[src/rtl/bs_gclk_rate_ctrl.sv]
// Per-channel glitch-free clock gating with a frame-rate limiter: after an early
// frame_done, masked channels stay gated until the selected cycle budget expires.
module bs_gclk_rate_ctrl #(
  parameter int NCH = 8,
  parameter int HOLD = 2,
  parameter int CNT_W = 17,
  parameter int CPF0 = 100000,
  parameter int CPF1 = 80000,
  parameter int CPF2 = 60000,
  parameter int CPF3 = 40000,
  parameter logic [NCH-1:0] RATE_MASK = NCH'(1)
) (
  input  logic             clk,
  input  logic             reset,
  input  logic [1:0]       freq_sel,
  input  logic             test_en,
  input  logic [NCH-1:0]   ch_req,
  input  logic             frame_start,
  input  logic             frame_done,
  input  logic             overrun_clr,
  output logic [NCH-1:0]   gclk,
  output logic [NCH-1:0]   ch_active,
  output logic             end_of_one_frame,
  output logic             frame_overrun,
  output logic [CNT_W-1:0] frame_cycles,
  output logic [1:0]       fsm_state
);

  // fsm_state is a debug view of the frame FSM: 0 IDLE, 1 COUNT, 2 WAIT, 3 OVER.
  typedef enum logic [1:0] {IDLE, COUNT, WAIT, OVER} state_t;

  localparam logic [3:0]       HOLD_V  = 4'(HOLD);
  localparam logic [CNT_W-1:0] CNT_MAX = {CNT_W{1'b1}};

  state_t           state;
  logic [CNT_W-1:0] counter;
  logic [CNT_W-1:0] budget;
  logic [3:0]       hold_cnt [NCH];
  logic [NCH-1:0]   ena;
  logic [NCH-1:0]   ena_lat;

  function automatic logic [CNT_W-1:0] cpf_of(input logic [1:0] sel);
    case (sel)
      2'd0:    return CNT_W'(CPF0);
      2'd1:    return CNT_W'(CPF1);
      2'd2:    return CNT_W'(CPF2);
      default: return CNT_W'(CPF3);
    endcase
  endfunction

  always_comb begin
    ena = '0;
    for (int i = 0; i < NCH; i++) begin
      ena[i] = test_en | ((ch_req[i] | (hold_cnt[i] != 4'd0)) &
                          !(RATE_MASK[i] & (state == WAIT)));
    end
  end

  // Enable is captured while clk is low so gclk can only rise with clk.
  always_latch begin
    if (reset) begin
      ena_lat <= '0;
    end else if (!clk) begin
      ena_lat <= ena;
    end
  end

  assign gclk = {NCH{clk}} & ena_lat;

  always_ff @(posedge clk or posedge reset) begin
    if (reset) begin
      for (int i = 0; i < NCH; i++) hold_cnt[i] <= 4'd0;
      ch_active <= '0;
    end else begin
      for (int i = 0; i < NCH; i++) begin
        if (ch_req[i]) begin
          hold_cnt[i] <= HOLD_V;
        end else if (hold_cnt[i] != 4'd0) begin
          hold_cnt[i] <= hold_cnt[i] - 4'd1;
        end
      end
      ch_active <= ena;
    end
  end

  always_ff @(posedge clk or posedge reset) begin
    if (reset) begin
      state            <= IDLE;
      counter          <= '0;
      budget           <= CNT_W'(CPF0);
      end_of_one_frame <= 1'b0;
      frame_overrun    <= 1'b0;
      frame_cycles     <= '0;
    end else begin
      end_of_one_frame <= 1'b0;
      // A set later in this block overrides the clear.
      if (overrun_clr) frame_overrun <= 1'b0;
      if (frame_start) begin
        counter <= '0;
        budget  <= cpf_of(freq_sel);
        state   <= COUNT;
      end else begin
        case (state)
          COUNT: begin
            counter <= counter + 1'b1;
            if (frame_done) begin
              frame_cycles <= counter + 1'b1;
              if (counter == budget - 1'b1) begin
                end_of_one_frame <= 1'b1;
                state            <= IDLE;
              end else begin
                state <= WAIT;
              end
            end else if (counter == budget - 1'b1) begin
              frame_overrun <= 1'b1;
              state         <= OVER;
            end
          end
          WAIT: begin
            counter <= counter + 1'b1;
            if (counter == budget - 1'b1) begin
              end_of_one_frame <= 1'b1;
              state            <= IDLE;
            end
          end
          OVER: begin
            if (counter != CNT_MAX) counter <= counter + 1'b1;
            if (frame_done) begin
              frame_cycles     <= (counter == CNT_MAX) ? CNT_MAX : counter + 1'b1;
              end_of_one_frame <= 1'b1;
              state            <= IDLE;
            end
          end
          default: ;
        endcase
      end
    end
  end

  assign fsm_state = state;

endmodule

[config.mk]
export PLATFORM = sky130hd
export DESIGN_NAME = bs_gclk_rate_ctrl
export DESIGN_NICKNAME = d
export VERILOG_FILES = /design/src/rtl/bs_gclk_rate_ctrl.sv
export SDC_FILE = /design/constraint.sdc
export NUM_CORES = 1
export LEC_CHECK = 0
export CORE_MARGIN = 3
export CORE_UTILIZATION = 56
export DETAILED_ROUTE_END_ITERATION = 8
export HOLD_SLACK_MARGIN = 0.05
export PLACE_DENSITY_LB_ADDON = 0.12
export SYNTH_ARGS = -nofsm -noshare
export SYNTH_HDL_FRONTEND = slang
export SYNTH_SLANG_ARGS = --single-unit
export TNS_END_PERCENT = 1
[constraint.sdc]
create_clock -name clk -period 4.85 [get_ports clk]
set_input_delay 0.97 -clock clk [delete_from_list [all_inputs] [get_ports clk]]
set_output_delay 0.97 -clock clk [all_outputs]
set_load 0.005 [all_outputs]
==> metrics.txt <==
status=completed; top-area cell type share of the netlist area=42.7%; initial antenna violation count=0; number of flops mapped to enable cells by yosys=0; Synth Cell Area=around 4900 um^2; setup tns final=0 ns; Vias=3758; library cells used by synthesis=50; synth top area cells=dfrtp_1 (43%), ha_1 (5.9%), nor2_1 (5.3%), xnor2_1 (4.7%), a21oi_1 (3.9%); Initial Util=58.4%; Int Power=1.99 mW; Synth Instances=approximately 500; Top Ports=53; die width=between 90 and 100 um; placed insts=~650; maxcap violations=0; FILL cells=around 630; Area growth, synth to finish=21.4%; Cell Count, Final, Fillers Out=around 690; Worst setup EP type=output port; synth cell count leaders=dfrtp_1 (83), nor2_1 (69), a21oi_1 (38), nand2_1 (37), inv_1 (34); row count=33; die area=around 9800 um^2; Clock Skew=a little under 0.03 ns; Port Buffers=52; global route total overflow=0; clock share of power=31.4%; number of synthesis warnings=0; Max Slew Vio Count=0; hold crit path type=input port to clock gate; Tightest Pin Transition=between 1 and 1.5 ns; nets@finish=617; post-DP HPWL=roughly 6900 um; post-CTS setup buffer count=0; ANT cells=0; WL final=approximately 10000 um; Hold Vio Cnt, Final=0; Seq pwr share=36.8%; Post-synth ARST share=about nine tenths; Comb power frac=a little under a third; number of detailed-route iterations in the first pass=4; largest net degree at the start of global routing=38; die height=between 90 and 100 um; number of global-route vias before repair=3881; WHS=around 0.052 ns; post-synthesis register bit count=95; main flop type after synthesis=dfrtp_1; Std-Cell Core Area=8340 um^2; share of layout cells above drive strength 1=approximately 11%; drt drc=0; pwr/cell area=approximately 510 nW/um^2; WL/cell=14.8 um; ANT nets after route=0; switching power=about 1.0 mW; vias per cell=5.45; most common cell in the netlist=dfrtp_1; synthesized net count=roughly 540; GP Congestion=~0.9; Worst EP required=roughly 3.9 ns; sw frac=about a third; gr usage total=23.3%; worst IR drop on VDD=approximately 0.3 mV; clock latency on the worst-skew pair=roughly 0.57 ns; Lkg Pwr=2.60 nW; Initial DRC Count=151; Arr. time, crit path=3.69 ns; area leader, netlist=dfrtp_1; Max Fanout on Critical Path=4; final setup vio count=0; TritonCTS clock tree=yes; RSZ-0062 raised after global routing=false; first-pass GRT wire length=17600 um; syn_area_per_cell=9.66 um^2; kind of critical path=clock port to output port; CP startpoint kind=clock port; Slew HR=a little under a third
[sequential cells by signal, indices dropped and copies added, names as in the netlist]
| name | flops |
|---|---|
| budget | 9 |
| ch_active | 8 |
| frame_cycles | 17 |
| fsm_state | 2 |
| end_of_one_frame | 1 |
| ena_lat | 8 |
| counter | 17 |
| frame_overrun | 1 |
| hold_cnt | 32 |
[critical path, cell delays in order]
cell and delay, ns:
clkbuf_8 0.12, clkbuf_8 0.13, clkbuf_8 0.12, clkbuf_8 0.12, clkbuf_8 0.12, clkbuf_8 0.12, clkbuf_8 0.13, and2_1 0.15
dlygate4sd2_1 0.26
[placed cells by master (no fill, tap or decap), drive strengths merged, types with 5 or more instances in the layout]
cell           instances
or3                   20
xnor2                 26
clkbuf                29
a21oi                 38
mux2                   8
buf                    7
dlxtp                  8
nand3                 10
nor3                  14
inv                   34
nand2b                10
and2                  16
clkdlybuf4s50         44
nand3b                 5
nand2                 37
dfrtp                 83
xor2                  20
ha                    23
nor2                  69
o21ai                 18
dlygate4sd2            8
mux2i                  7
[layer usage]
layer  routed length, um  track usage (%)  vias to the layer above
met5                   0                0                        -
met4                 259             16.2                        0
met3                 459             9.47                       21
met2                4570             31.9                       87
met1                4870             30.1                     1815
li1                    -                -                     1835
[path summary, 6_finish.rpt]
| kind | start | to | slack, ns | depth (start not counted) |
|---|---|---|---|---|
| max reg2reg | hold_cnt[4]$_DFFE_PP0P_ | ena_lat[6]$_DLATCH_P_ | 0.74 | 5 |
| max in group asynchronous | reset | budget[7]$_DFFE_PP1P_ | 2.80 | 4 |
| min in group asynchronous | reset | ch_active[7]$_DFF_PP0_ | 1.25 | 3 |
| min in group clk | budget[15]$_DFFE_PP1P_ | budget[15]$_DFFE_PP1P_ | 0.51 | 2 |
| min reg2reg | budget[15]$_DFFE_PP1P_ | budget[15]$_DFFE_PP1P_ | 0.51 | 2 |
| max | clk | gclk[6] | 0.19 | 9 |
| min | reset | clock gate | 0.05 | 4 |
| max in group gated | reset | clock gate | 2.35 | 4 |
[cells by family (layout without fill, tap and decap cells)]
kind of cell	Yosys count	after routing	share of synthesized area (%)
compound gates	72	72	9.18
xor+xnor	46	46	8.28
fa+ha+maj	23	23	5.91
buf+inv	49	129	4.60
flops	87	87	44.8
latches	8	8	2.47
mux	15	15	3.29
simple gates	204	204	21.4
[repair_timing]
item / 4_1_cts / 5_1_grt
endpoints found under the hold margin: 1 / 0
hold buffers: 1 / 0
gates resized for setup: 8 / 0
setup endpoints to repair: 16 / 0
[area by class of cell]
| class | count | area (um^2) | area share (%) |
|---|---|---|---|
| Multi-Input combinational cell | 360 | 2340 | 39.6 |
| Sequential cell | 95 | 2300 | 39.0 |
| Timing Repair Buffer | 52 | 503 | 8.52 |
| Clock buffer | 37 | 449 | 7.60 |
| Tap cell | 105 | 131 | 2.22 |
| Inverter | 34 | 129 | 2.18 |
| Clock inverter | 6 | 51.3 | 0.868 |
[per-stage QoR]
| stage | instance area (um^2) | setup WS (ns) | total power, mW | util (%) |
|---|---|---|---|---|
| after global placement | 5480 | 0.278 | 2.12 | 65.7 |
| after detailed placement | 5480 | 0.250 | 2.18 | 65.7 |
| after CTS | 5910 | 0.159 | 3.04 | 70.8 |
| after global routing | 5910 | 0.134 | 3.25 | 70.8 |
| after floorplan | 4870 | 0 | 1.75 | - |
| final | 5910 | 0.187 | 3.01 | 70.8 |
[power groups by stage]
stage	Clock, mW	Sequential, mW	Combinational [mW]
floorplan	0.0385	1.10	0.617
global placement	0.102	1.11	0.913
detailed placement	0.102	1.12	0.959
CTS	0.968	1.11	0.969
global route	1.02	1.14	1.09
finish	0.945	1.11	0.959
Note: power is estimated with default switching activity, not from simulation.
